--- src/rtl/vga_pkg.sv ---
// rtl/vga_pkg.sv - shared constants, types and writer FSM states for the VGA framebuffer arbiter
package vga_pkg;

    localparam int H_ACTIVE = 640;
    localparam int V_ACTIVE = 480;
    localparam int H_TOTAL  = 800;
    localparam int V_TOTAL  = 525;
    localparam int ADDR_W   = 19;
    localparam int DATA_W   = 8;
    localparam int MEM_LAT  = 1;
    localparam int RD_LAT   = MEM_LAT + 1;

    typedef logic [DATA_W-1:0] pixel_t;
    typedef logic [ADDR_W-1:0] fb_addr_t;

    typedef enum logic {
        W_IDLE,
        W_ACK
    } wr_state_e;

endpackage

--- src/rtl/vga_fb_arbiter_if.sv ---
// rtl/vga_fb_arbiter_if.sv - writer handshake and framebuffer RAM port bundle
interface vga_fb_arbiter_if;
    import vga_pkg::*;

    logic     wr_req;
    fb_addr_t wr_addr;
    pixel_t   wr_data;
    logic     wr_ack;
    fb_addr_t mem_addr;
    logic     mem_we;
    pixel_t   mem_wdata;
    pixel_t   mem_rdata;

    // master: writer + RAM side; slave: the arbiter
    modport master (
        output wr_req, wr_addr, wr_data, mem_rdata,
        input  wr_ack, mem_addr, mem_we, mem_wdata
    );

    modport slave (
        input  wr_req, wr_addr, wr_data, mem_rdata,
        output wr_ack, mem_addr, mem_we, mem_wdata
    );

endinterface

--- src/rtl/vga_fetch_addr.sv ---
// rtl/vga_fetch_addr.sv - look-ahead fetch coordinates, visibility and framebuffer address
module vga_fetch_addr
    import vga_pkg::*;
(
    input  logic [9:0] h_count,
    input  logic [9:0] v_count,
    output logic       fetch_active,
    output fb_addr_t   fetch_addr
);

    logic [10:0] hx;
    logic        wrap;
    logic [9:0]  fx;
    logic [9:0]  fy;

    always_comb begin
        hx   = {1'b0, h_count} + 11'(RD_LAT);
        wrap = (hx >= 11'(H_TOTAL));
        fx   = wrap ? 10'(hx - 11'(H_TOTAL)) : hx[9:0];
        if (!wrap)
            fy = v_count;
        else if (v_count < 10'(V_TOTAL - 1))
            fy = v_count + 10'd1;
        else
            fy = '0;
        fetch_active = (fx < 10'(H_ACTIVE)) && (fy < 10'(V_ACTIVE));
        // fy*640 as fy*512 + fy*128
        fetch_addr = (fb_addr_t'(fy) << 9) + (fb_addr_t'(fy) << 7) + fb_addr_t'(fx);
    end

endmodule

--- src/rtl/vga_fb_arbiter.sv ---
// rtl/vga_fb_arbiter.sv - single-port framebuffer shared between display prefetch and a pixel writer
module vga_fb_arbiter
    import vga_pkg::*;
(
    input  logic              clk,
    input  logic              rst,
    input  logic [9:0]        h_count,
    input  logic [9:0]        v_count,
    vga_fb_arbiter_if.slave   bus,
    output pixel_t            pix_data,
    output logic              pix_valid
);

    wr_state_e            state;
    wr_state_e            state_nxt;
    logic                 fetch_active;
    fb_addr_t             fetch_addr;
    logic                 write_go;
    logic [MEM_LAT-1:0]   vpipe;

    vga_fetch_addr u_fetch (
        .h_count      (h_count),
        .v_count      (v_count),
        .fetch_active (fetch_active),
        .fetch_addr   (fetch_addr)
    );

    always_ff @(posedge clk or negedge rst) begin
        if (!rst)
            state <= W_IDLE;
        else
            state <= state_nxt;
    end

    // Display fetch owns the port; the writer only gets slots with no fetch
    always_comb begin
        state_nxt     = state;
        write_go      = 1'b0;
        bus.wr_ack    = 1'b0;
        case (state)
            W_IDLE: begin
                if (bus.wr_req && !fetch_active) begin
                    write_go  = 1'b1;
                    state_nxt = W_ACK;
                end
            end
            W_ACK: begin
                bus.wr_ack = 1'b1;
                state_nxt  = W_IDLE;
            end
        endcase
        bus.mem_we    = write_go && rst;
        bus.mem_addr  = write_go ? bus.wr_addr : fetch_addr;
        bus.mem_wdata = bus.wr_data;
    end

    // Visibility bit rides alongside each read so non-fetch slots blank the pixel
    always_ff @(posedge clk or negedge rst) begin
        if (!rst) begin
            vpipe     <= '0;
            pix_valid <= 1'b0;
            pix_data  <= '0;
        end else begin
            vpipe     <= MEM_LAT'({vpipe, fetch_active});
            pix_valid <= vpipe[MEM_LAT-1];
            pix_data  <= vpipe[MEM_LAT-1] ? bus.mem_rdata : '0;
        end
    end

endmodule

--- src/flat_wrapper.sv ---
// flat-port wrapper written by rule: the top's interface ports become plain ports
module vga_fb_arbiter_flat import vga_pkg::*;
  (clk, rst, h_count, v_count, pix_data, pix_valid, bus_wr_req, bus_wr_addr, bus_wr_data, bus_mem_rdata, bus_wr_ack, bus_mem_addr, bus_mem_we, bus_mem_wdata);
  vga_fb_arbiter_if bus_i ();
  input  logic clk;
  input  logic rst;
  input  logic [9:0] h_count;
  input  logic [9:0] v_count;
  output pixel_t pix_data;
  output logic pix_valid;
  input wire logic [$bits(bus_i.wr_req)-1:0] bus_wr_req;
  input wire logic [$bits(bus_i.wr_addr)-1:0] bus_wr_addr;
  input wire logic [$bits(bus_i.wr_data)-1:0] bus_wr_data;
  input wire logic [$bits(bus_i.mem_rdata)-1:0] bus_mem_rdata;
  output wire logic [$bits(bus_i.wr_ack)-1:0] bus_wr_ack;
  output wire logic [$bits(bus_i.mem_addr)-1:0] bus_mem_addr;
  output wire logic [$bits(bus_i.mem_we)-1:0] bus_mem_we;
  output wire logic [$bits(bus_i.mem_wdata)-1:0] bus_mem_wdata;
  assign bus_i.wr_req = bus_wr_req;
  assign bus_i.wr_addr = bus_wr_addr;
  assign bus_i.wr_data = bus_wr_data;
  assign bus_i.mem_rdata = bus_mem_rdata;
  assign bus_wr_ack = bus_i.wr_ack;
  assign bus_mem_addr = bus_i.mem_addr;
  assign bus_mem_we = bus_i.mem_we;
  assign bus_mem_wdata = bus_i.mem_wdata;
  vga_fb_arbiter u_core (.clk(clk), .rst(rst), .h_count(h_count), .v_count(v_count), .bus(bus_i), .pix_data(pix_data), .pix_valid(pix_valid));
endmodule
--- config.mk ---
export PLATFORM = sky130hd
export DESIGN_NAME = vga_fb_arbiter_flat
export DESIGN_NICKNAME = d
export VERILOG_FILES = /design/src/rtl/vga_pkg.sv /design/src/rtl/vga_fb_arbiter_if.sv /design/src/rtl/vga_fetch_addr.sv /design/src/rtl/vga_fb_arbiter.sv /design/src/flat_wrapper.sv
export SDC_FILE = /design/constraint.sdc
export NUM_CORES = 1
export LEC_CHECK = 0
export CAP_MARGIN = 20
export CORE_ASPECT_RATIO = 1.2
export CORE_UTILIZATION = 43
export DETAILED_ROUTE_END_ITERATION = 10
export HOLD_SLACK_MARGIN = 0.12
export PLACE_DENSITY = 0.82
export SYNTH_ARGS = -nofsm -noshare
export SYNTH_HDL_FRONTEND = slang
export SYNTH_SLANG_ARGS = --single-unit
--- constraint.sdc ---
create_clock -name clk -period 8.6 [get_ports clk]
set_input_delay 1.72 -clock clk [delete_from_list [all_inputs] [get_ports clk]]
set_output_delay 1.72 -clock clk [all_outputs]
set_load 0.02 [all_outputs]
==> run metrics, run 1 <==
global-route wire length before repair 9.03 mm; largest family of logic cells by synthesized area compound AO/OA/AOI/OAI gates; # diodes 0; Worst Hold Class flop to flop; Net Switching 0.142 mW; Layout fillers 375; core area 0.00473 sq mm; Ports 96; clock power share 13.3%; flops & latches, synth 11; switching part of the total 37.4%; CP required 6880 ps; syn_area_per_cell 9.10 sq um; multi-input logic area 0.00177 sq mm; CTS root buf clkbuf_8; initial antenna violation count 0; Max Clock Freq 0.120 GHz; starting density of the core 45.8%; internal power 0.238 mW; reg2reg path depth 2; fraction of layout cells with a size suffix above 1 22.2%; register area share after synthesis 12.7%; hold-fix buffers at CTS 0; setup bufs post-CTS 0; CP startpoint kind primary input; Final Power 0.379 mW; Crit. End Element output port; maxcap violations 0; Post-Syn Nets 320; Worst Hold End u_core.pix_valid$_DFF_PN0_; post-synthesis compound-gate area fraction 23.1%; total wire length 5.68 mm; number of port buffers 79; worst-skew pair later-pin latency 230 ps; Clock Sinks 11; post-synthesis mux area share 12.9%; DRT antenna net count 0; dominant synthesized flop cell dfrtp_1; Post-Synth Adder-Cell Area 14.6%; R2R Setup Slk 7360 ps; Mapped Cells 238; crit path DAT 6610 ps; drt pass-1 iters 4; Flop pwr share 15.4%; Die ar. 0.00533 sq mm; Final period util 96.9%; PD cells 120 mW/mm^2; FP Rows 27; routed via count 2,208; CP Max Fanout 4; Worst-Margin Slew 499 ps; Crit Path Class primary input to output port; status finished, final reports clean; cell area after synthesis 0.00217 sq mm; Final #Nets 416; Initial DRC Count 100; Async SR Flop Fraction 100%; Slew Viols, Final 0; largest net degree at the start of global routing 21; Crit Reg-Reg Startpoint u_core.state$_DFF_PN0_; max_slew headroom 66.4%; hpwl dp 4.71 mm; Longest Clk Path Bufs 2; Hold Path Cell Cnt 0; GRT Total Usage 21.4%; total area of sequential cells 275 sq um; most frequent cells in the layout clkdlybuf4s50_1 (74), buf_4 (28), ha_1 (21); Syn-to-layout area delta 46.5%; P_leak 1.36 nW; setup violators final 0; Yosys Warn Count 0; gpl congestion 0.908; commonest non-fill, non-tap cell in the layout clkdlybuf4s50_1; critical hold path startpoint u_core.vpipe$_DFF_PN0_; WHS 500 ps; Post-Synth Simple-Gate Area 22.0%; chip height 79.7 microns; GRT overflow 0; EDFF count, synth 0; H-tree levels 1; Die X 66.8 microns; xor/xnor share of the synthesized area 7.68%; DRC viols 0; Max rail drop VDD 54.4 uV; clk slew on worst S/H paths 50 ps; RR Endpoint u_core.state$_DFF_PN0_; Comb pwr share 71.4%; Fin. Hold Viols 0; vias per inst 5.65; Netlist cell types 61; post-route minimum period 8330 ps; CTS tree yes; cts bufs inserted 3; WL per Instance 14.5 microns; skew final 2.69 ps; vias in the first global route 2,139
## final cells by class
type / count / area share, %
tap: 58 / 2.29
timing repair buffer: 107 / 31.6
inverter: 2 / 0.237
multi-input combinational: 209 / 55.8
sequential: 11 / 8.68
clock buffer: 4 / 1.42
## metal layers
metal / vias up / routed length [microns] / share of wire [%] / track usage (%)
li1: 1081 / - / - / -
met1: 1030 / 2220 / 39 / 24.0
met3: 10 / 341 / 6.0 / 2.29
met2: 87 / 3050 / 54 / 41.0
met5: - / 0 / 0 / 0
met4: 0 / 72 / 1.3 / 6.17
## logic make-up after synthesis
kind of cell / count (synthesis)
multiplexers: 19
AND/OR/NAND/NOR: 84
AO/OA/AOI/OAI: 63
XOR/XNOR: 19
adder cells (fa/ha/maj): 24
buffers and inverters: 18
flip-flops: 11
## power groups by stage
stage               clock network [mW]  logic, mW  registers (mW)
finish                          0.0503      0.271          0.0583
global placement                     0      0.265          0.0588
global route                    0.0534      0.293          0.0587
floorplan                            0      0.163          0.0636
detailed placement                   0      0.270          0.0591
CTS                             0.0520      0.269          0.0583
## cell usage after synthesis, types with 2 or more instances
cell type	instances	area, sq um
fa_1	2	40.0
o21a_4	2	30.0
a21oi_1	10	50.1
nor3_1	3	15.0
xnor2_1	10	87.6
nand2_1	17	63.8
buf_6	2	22.5
xor2_1	9	78.8
o31ai_2	2	25.0
nor3b_1	2	15.0
o41ai_2	3	48.8
o211ai_1	10	75.1
o21ai_0	9	45.0
nor2_1	10	37.5
or4_1	2	15.0
buf_12	2	40.0
dfrtp_1	11	275
a21o_1	3	22.5
nand4_1	2	12.5
nand3_1	13	65.1
buf_4	10	75.1
nand3b_1	4	30.0
and2_1	13	81.3
a21boi_0	2	15.0
o2111ai_1	2	17.5
inv_1	2	7.51
mux2_4	18	270
nor2b_1	4	25.0
o21ai_1	2	10.0
and3_1	3	18.8
nand2b_1	2	12.5
ha_1	22	275
o21ai_2	2	17.5
## worst max-delay path, stage by stage
cell and delay, ps:
clkdlybuf4s50_1 510, ha_2 200, nand3_2 100, xor2_2 170
ha_1 230, inv_2 90, o2111ai_2 140, o21ai_4 100
o21ai_2 70, o21a_4 130, o21ai_1 150, o31ai_1 90
buf_4 140, fa_1 500, ha_1 320, a21o_1 190
a21oi_2 160, nor2b_1 70, o21a_1 180, or4_1 400
o311ai_1 130, o21ai_1 120, xor2_1 150, mux2_4 270
clkdlybuf4s15_1 280
## worst max-delay path by stage
| stage | start | endpoint | slack [ps] | cells past startpoint |
|---|---|---|---|---|
| global route | h_count[3] | bus_mem_addr[17] | -10 | 25 |
| global placement | h_count[1] | bus_mem_addr[17] | 90 | 25 |
| detailed placement | h_count[1] | bus_mem_addr[17] | -160 | 25 |
| CTS | h_count[1] | bus_mem_addr[17] | 50 | 25 |
| finish | h_count[2] | bus_mem_addr[17] | 270 | 25 |
| floorplan | h_count[1] | bus_mem_addr[17] | 460 | 23 |
## per-stage QoR
stage	setup slack (ps)	instances	setup TNS (ps)	utilization, %	cell area [sq um]
2_1_floorplan	457	238	0	-	2170
3_3_place_gp	87.7	387	0	65.4	3090
3_5_place_dp	-162	387	-301	65.4	3090
4_1_cts	48.1	391	0	66.3	3130
5_1_grt	-13.9	391	-14.9	67.1	3170
6_report	266	391	0	67.1	3170
## sequential cells by signal, summed over array words and instances, names as in the netlist
name	count
u_core.state	1
u_core.pix_data	8
u_core.vpipe	1
u_core.pix_valid	1
## timing repair
item,4_1_cts,5_1_grt
setup endpoints to repair,3,5
resized for setup,3,15
pin swaps,0,1
No activity file was read; power rests on OpenSTA's default activity.
==> run 2, diff against run 1 <==
--- a/config.mk
+++ b/config.mk
@@ -6,11 +6,13 @@
 export NUM_CORES = 1
 export LEC_CHECK = 0
 export CAP_MARGIN = 20
+export CELL_PAD_IN_SITES_DETAIL_PLACEMENT = 0
+export CELL_PAD_IN_SITES_GLOBAL_PLACEMENT = 2
 export CORE_ASPECT_RATIO = 1.2
-export CORE_UTILIZATION = 43
+export CORE_UTILIZATION = 24
 export DETAILED_ROUTE_END_ITERATION = 10
 export HOLD_SLACK_MARGIN = 0.12
-export PLACE_DENSITY = 0.82
+export PLACE_DENSITY_LB_ADDON = 0.1
 export SYNTH_ARGS = -nofsm -noshare
 export SYNTH_HDL_FRONTEND = slang
 export SYNTH_SLANG_ARGS = --single-unit
==> run 2 against run 1 <==
Compared with the run above:
- total power rose by 2.0%
- clock-buffer cell count unchanged
- register-to-register slack got worse by 30 ps
- setup slack better by 32 ps
- sequential power about the same
- non-clock buffer count rose by 18
- die area rose by 77%
- first-iteration DRC count is 44% lower
- core utilization down 28 points
- combinational power up 3%
- highest routed layer unchanged
- clock skew is 2.4 ps lower
- via count down 1.0%
==> run metrics, run 2 (synthesized netlist as in run 1, its figures left out) <==
Max rail drop VDD 40.5 uV; number of port buffers 79; H-tree levels 1; maxcap violations 0; Largest register FFs 8; Final period util 96.5%; WL per Instance 13.3 microns; vias per inst 4.67; status finished, final reports clean; PD cells 114 mW/mm^2; gpl congestion 0.725; Final WS setup 298 ps; Clock Sinks 11; CTS root buf clkbuf_8; crit-path most repeated cell buf_4; skew final 0.298 ps; Die ar. 0.00941 sq mm; worst path buffer plus inverter count 6; global-route wire length before repair 10.5 mm; fraction of layout cells with a size suffix above 1 26.8%; # diodes 0; CTS tree yes; commonest non-fill, non-tap cell in the layout clkdlybuf4s50_1; hpwl dp 5.38 mm; Layout fillers 909; setup bufs post-CTS 0; CP max stage delay 500 ps; P_leak 1.45 nW; Longest Clk Path Bufs 2; drt pass-1 iters 4; hold-fix buffers at CTS 0; vias in the first global route 2,277; DRC viols 0; Crit. End Element output port; max_slew headroom 62.2%; Syn-to-layout area delta 56.1%; Fin. Hold Viols 0; Worst-Margin Slew 562 ps; WHS 504 ps; routed via count 2,185; GRT Total Usage 13.7%; CP required 6880 ps; Slew Viols, Final 0; GRT overflow 0; Slowest cell on crit path fa_1; FP Rows 37; Crit Path Class primary input to output port; crit path DAT 6580 ps; Worst Hold Class flop to flop; Final #Nets 434; cts bufs inserted 3; CP delay by family, top compound AO/OA/AOI/OAI gates; core area 0.00866 sq mm; pre-CTS setup slack -203 ps; chip height 106 microns; largest net degree at the start of global routing 21; CP Max Fanout 4; Initial DRC Count 56; largest register by flop count u_core.pix_data; worst-skew pair later-pin latency 230 ps; setup violators final 0; starting density of the core 25.0%; Die X 88.7 microns; clk slew on worst S/H paths 50 ps; Max Clock Freq 0.120 GHz; Ports 96; initial antenna violation count 0; DRT antenna net count 0; total wire length 6.24 mm; post-route minimum period 8300 ps; CP startpoint kind primary input; most frequent cells in the layout clkdlybuf4s50_1 (74), buf_4 (46), ha_1 (21)
-- run 2: changes by cell type in the layout (fill, tap and decap cells not counted), sizes merged --
cell,delta
dlymetal6s2s,-1
buf,+18
clkbuf,+1
-- run 2: metrics by stage --
step                area [sq um]  util [%]  total power, mW  TNS (ps)  instances
floorplan                   2170         -            0.227         0        238
global placement            3300      38.1            0.341      -152        464
detailed placement          3300      38.1            0.341      -513        464
CTS                         3340      38.6            0.390         0        468
global route                3380      39.1            0.418     -8.94        468
finish                      3380      39.1            0.387         0        468
-- run 2: worst paths after layout --
check                      slack, ps              startpoint  depth (start not counted)                           end
setup / recovery                 300              h_count[1]                         26              bus_mem_addr[15]
hold / removal                   500  u_core.vpipe$_DFF_PN0_                          0    u_core.pix_valid$_DFF_PN0_
setup reg to reg                7330  u_core.state$_DFF_PN0_                          2        u_core.state$_DFF_PN0_
hold reg to reg                  500  u_core.vpipe$_DFF_PN0_                          0    u_core.pix_valid$_DFF_PN0_
max in group asynchronous       6440                     rst                          1  u_core.pix_data[6]$_DFF_PN0_
min in group asynchronous       1830                     rst                          1  u_core.pix_data[5]$_DFF_PN0_
-- run 2: routing by layer --
metal  wire length (microns)  global-route usage (%)  vias up
met5                       0                       0        -
met4                      26                    1.61        0
met3                     230                    1.09        4
met2                    3380                    27.4       53
met1                    2610                    15.8     1015
li1                        -                       -     1113
-- run 2: report_power, final --
part,leakage (nW),switching (mW),internal (mW)
Combinational,1.28,0.123,0.155
Sequential,0.141,0.00200,0.0561
Clock,0.0228,0.0176,0.0324
-- run 2: final cells by class --
cell class,instances,area (sq um),share of cell area [%]
Tap cell,117,146,4.33
Sequential cell,11,275,8.14
Multi-Input combinational cell,209,1780,52.5
Inverter,2,7.51,0.222
Clock buffer,4,45.0,1.33
Timing Repair Buffer,125,1130,33.5
-- run 2: what timing repair did --
item                                    in CTS  in global routing
gates resized for setup                      5                 15
pin swaps                                    0                  1
gates cloned                                 0                  0
hold endpoints to repair                     0                  0
endpoints found under the setup margin       4                  5
-- run 2: worst reg2reg max path, cell delays in order, from the launching register on --
cell     delay [ps]
dfrtp_1         380
nor2b_1         320
o21a_4          440
